## config.mk

```make
export PLATFORM = sky130hd
export DESIGN_NAME = program_loader
export DESIGN_NICKNAME = d
export VERILOG_FILES = /design/src/rtl/program_loader.sv
export SDC_FILE = /design/constraint.sdc
export NUM_CORES = 1
export LEC_CHECK = 0
export CORE_MARGIN = 3
export CORE_UTILIZATION = 25
export DETAILED_ROUTE_END_ITERATION = 7
export PLACE_DENSITY_LB_ADDON = 0.2
export RECOVER_POWER = 25
export SYNTH_ARGS = -nofsm -noshare
export SYNTH_HDL_FRONTEND = slang
export SYNTH_SLANG_ARGS = --single-unit
```

## constraint.sdc

```tcl
create_clock -name clk -period 2.47 [get_ports clk]
set_input_delay 0.494 -clock clk [delete_from_list [all_inputs] [get_ports clk]]
set_output_delay 0.494 -clock clk [all_outputs]
set_load 0.005 [all_outputs]
```

## src/rtl/program_loader.sv

```systemverilog
// program_loader: deserialises a bit-serial host stream into RAM rows 0..DEPTH-1,
// verifies them with an XOR checksum against RAM readback, then enables the CPU PC.
module program_loader #(
    parameter int WORD_W = 11,
    parameter int ADDR_W = 3,
    parameter int DEPTH  = 8
) (
    input  logic                      clk,
    input  logic                      reset,
    input  logic                      load_start,
    input  logic                      ser_data,
    input  logic                      ser_valid,
    input  logic [DEPTH*WORD_W-1:0]   ram_rdata,
    output logic [WORD_W-1:0]         ram_wdata,
    output logic [ADDR_W-1:0]         ram_waddr,
    output logic                      ram_we,
    output logic                      pc_enable,
    output logic                      busy,
    output logic                      done,
    output logic                      error,
    output logic [ADDR_W:0]           words_loaded
);
    localparam int CNT_W = $clog2(WORD_W);

    typedef enum logic [2:0] {IDLE, SHIFT, WRITE, VERIFY, RUN, FAIL} state_t;

    state_t              state, nxt;
    logic [WORD_W-2:0]   shreg;
    logic [WORD_W-1:0]   word, sum, rd_sum;
    logic [CNT_W-1:0]    cnt;
    logic                shift_en, last_bit, last_idx, start;

    // ram_waddr doubles as the word index; the last WRITE accepts no bits since no word follows
    assign word     = {shreg, ser_data};
    assign last_idx = ram_waddr == ADDR_W'(DEPTH - 1);
    assign shift_en = ser_valid && (state == SHIFT || (state == WRITE && !last_idx));
    assign last_bit = shift_en && cnt == CNT_W'(WORD_W - 1);
    assign start    = load_start && (state inside {IDLE, RUN, FAIL});

    always_comb begin
        rd_sum = '0;
        for (int i = 0; i < DEPTH; i++)
            rd_sum = rd_sum ^ ram_rdata[i*WORD_W +: WORD_W];
    end

    always_comb begin
        nxt = state;
        case (state)
            SHIFT:   nxt = last_bit ? WRITE : SHIFT;
            WRITE:   nxt = last_idx ? VERIFY : SHIFT;
            VERIFY:  nxt = rd_sum == sum ? RUN : FAIL;
            default: nxt = state;
        endcase
        if (start)
            nxt = SHIFT;
    end

    // outputs are registered from the next state so they change on the same edge as the state
    always_ff @(posedge clk or negedge reset) begin
        if (!reset) begin
            state        <= IDLE;
            shreg        <= '0;
            cnt          <= '0;
            sum          <= '0;
            ram_wdata    <= '0;
            ram_waddr    <= '0;
            ram_we       <= 1'b0;
            pc_enable    <= 1'b0;
            busy         <= 1'b0;
            done         <= 1'b0;
            error        <= 1'b0;
            words_loaded <= '0;
        end else begin
            state     <= nxt;
            ram_we    <= nxt == WRITE;
            busy      <= nxt inside {SHIFT, WRITE, VERIFY};
            done      <= nxt == RUN;
            pc_enable <= nxt == RUN;
            error     <= nxt == FAIL;
            if (start) begin
                cnt          <= '0;
                sum          <= '0;
                ram_waddr    <= '0;
                words_loaded <= '0;
            end else begin
                if (shift_en) begin
                    shreg <= word[WORD_W-2:0];
                    cnt   <= last_bit ? '0 : cnt + 1'b1;
                end
                if (last_bit) begin
                    ram_wdata <= word;
                    sum       <= sum ^ word;
                end
                if (state == WRITE) begin
                    words_loaded <= words_loaded + 1'b1;
                    if (!last_idx)
                        ram_waddr <= ram_waddr + 1'b1;
                end
            end
        end
    end
endmodule
```

==> flow_summary.json <==
{
  "period_share_pct": 90.7,
  "ff2ff_path_depth": 9,
  "die_area_um2": 13100,
  "grt_overflow": 0,
  "placed_cell_area_um2": 4300,
  "hold_class": "in -> async",
  "yosys_warnings": 0,
  "numCtsBuffers": 5,
  "synth_compound_area_share_pct": 3.52,
  "areaGrowthSynthToFinish_pct": 50.4,
  "cap_violations": 0,
  "path_cells": "clkdlybuf4s50_1 > xor2_1 > xnor3_1 > xnor2_1 > nand4_1 > o311ai_2 > a21boi_1",
  "cp_max_fo": 2,
  "grt_setup_unrepaired": "no",
  "grt_max_degree": 21,
  "clock_latency_ps": 290,
  "async_flop_share_pct": 100,
  "synth-simple-area-share_pct": 15.5,
  "synth.top_cells.by_area": "dfrtp_1 (42%), xnor2_1 (14%), xor2_1 (10%)",
  "cts_hold_buf": 0,
  "synth_mux_area_share_pct": 1.40,
  "coreArea_um2": 11500,
  "detail_route.vias_per_cell": 4.15,
  "clk_path_buf_depth": 2,
  "synth_ff_type": "dfrtp_1",
  "syn_avg_cell_area_um2": 10.1,
  "io-pin-count": 116,
  "io_buffer_count": 115,
  "ys_seq_area_share_pct": 42.4,
  "die_x_um": 115,
  "tns_ps": 0,
  "r2r_start": "ram_waddr[0]$_DFFE_PN0P_",
  "grt_use_total_pct": 10.3,
  "fmax_mhz": 446,
  "drtIter0Drc": 143,
  "netlist_area_um2": 2950,
  "diodes": 0,
  "wl_per_cell_um": 11.9,
  "start_util_pct": 25.7,
  "leakagePower_nw": 1.99,
  "synth_fp_nets": 390,
  "fin_nets": 512,
  "fp.dieH_um": 115,
  "synth_xor_area_share_pct": 33.1,
  "grt_pass1_wl_um": 10900,
  "path_clk_slew_ps": 70,
  "run_status": "finished clean",
  "utilization_pct": 38.7,
  "synthAdderAreaFrac_pct": 2.12,
  "synth_common_cells": "nand2_1 (73), dfrtp_1 (50), xnor2_1 (48)",
  "power.total_mw": 3.36,
  "preCtsSetupSlack_ps": -125,
  "synth_edf_count": 0,
  "ant_nets": 0,
  "syn-instance-count": 292,
  "final_cells": 557,
  "num_rows": 39,
  "drv_slew": 0,
  "worst_pin_slew_ps": 1010,
  "holdWs_ps": 357,
  "p_per_area_nw_per_um2": 757,
  "yosysMostFrequentCell": "nand2_1",
  "drt-total-wl_um": 6620,
  "arrival_ps": 2390,
  "root_buffer": "clkbuf_16",
  "vdd_drop_max_mv": 0.361,
  "r2r_slack_ps": 390,
  "synth_top_area_share_pct": 42.4,
  "synth_top_family_by_area": "XOR/XNOR gates",
  "cp-end-kind": "register",
  "dp_hpwl_um": 5390,
  "fill_cells": 1141,
  "slew_headroom_pct": 32.5,
  "cts_tree": "done",
  "crit_type": "in -> reg",
  "fin_ws_ps": 229,
  "h-tree-depth": 2,
  "cts_resized": 0,
  "skew_ps": 8.13,
  "final_area_um2": 4440,
  "drive_gt1_share_pct": 4.35,
  "post-route-drc-count": 0,
  "drt-pass1-iter-count": 4,
  "vias": 2314,
  "post_cts_buffers": 0,
  "grt_pass1_vias": 2359,
  "ys_ff_latch": 50,
  "dp_cells": 550,
  "clock_sinks": 50,
  "setup_viol": 0,
  "cp-start-kind": "input port",
  "worst_path_largest_cell_delay_ps": 470,
  "cp.required_ps": 2620,
  "final-hold-violation-count": 0,
  "final.min_clock_period_ps": 2240,
  "yosysTopAreaCell": "dfrtp_1",
  "antenna_found_initial": 0,
  "globalplace.congestion": 0.753,
  "slowest_stage": "clkdlybuf4s50_1",
  "yosysUniqueCellTypes": 28,
  "rr_endpoint": "sum[1]$_DFFE_PN0P_"
}
-- sequential cells by signal, summed over array words and instances, names as in the netlist --
register,flops
busy,1
sum,11
ram_wdata,11
done,1
shreg,10
words_loaded,4
state,3
ram_waddr,3
error,1
cnt,4
ram_we,1
-- metal layers --
metal	wire length [um]	vias up	track usage, %
met4	51	0	2.61
met2	3350	56	17.4
li1	-	1174	-
met1	2710	1079	12.7
met3	513	5	3.44
met5	0	-	0
-- layout by cell type (no fill, tap or decap), drive strengths merged, types with 3 or more instances in the layout --
cell type,Yosys,layout
nand2,73,73
xnor3,11,11
nand4,4,4
ha,5,5
buf,4,8
inv,4,5
clkbuf,5,7
xnor2,48,48
clkdlybuf4s50,0,114
dfrtp,50,50
a21oi,4,4
xor2,35,35
o21ai,4,4
nor2,22,22
nor3,3,3
mux2i,3,3
-- area by class of cell --
class                      instances  area [um^2]  area share (%)
multi-input combinational        229         1640            37.0
sequential                        50         1250            28.2
timing repair buffer             124         1210            27.2
tap                              143          179            4.03
clock buffer                       5          125            2.82
inverter                           4         15.0           0.339
clock inverter                     2         13.8           0.310
-- worst max-delay path by stage --
stage                             start                 end  depth (start not counted)
2_1_floorplan  ram_waddr[0]$_DFFE_PN0P_  sum[0]$_DFFE_PN0P_                          9
3_3_place_gp              ram_rdata[49]      done$_DFF_PN0_                          7
3_5_place_dp              ram_rdata[49]     error$_DFF_PN0_                          7
4_1_cts                   ram_rdata[49]     error$_DFF_PN0_                          7
5_1_grt                   ram_rdata[45]      done$_DFF_PN0_                          7
6_report                  ram_rdata[49]     error$_DFF_PN0_                          7
-- cells by family after synthesis --
family | after synthesis
multiplexers | 4
XOR/XNOR | 94
flip-flops | 50
buffers and inverters | 13
AND/OR/NAND/NOR | 111
AO/OA/AOI/OAI | 15
adder cells (fa/ha/maj) | 5
-- worst max-delay path: cells and delay by family --
kind | cells | cell delay [ps]
compound gates | 2 | 450
xor+xnor | 3 | 770
buf+inv | 1 | 470
simple gates | 1 | 200
-- power breakdown --
part           switching, mW  internal (mW)
Clock                  0.286          0.371
Combinational          0.530          0.857
Sequential             0.224           1.09
Total                   1.04           2.32
No activity file was read; power rests on OpenSTA's default activity.
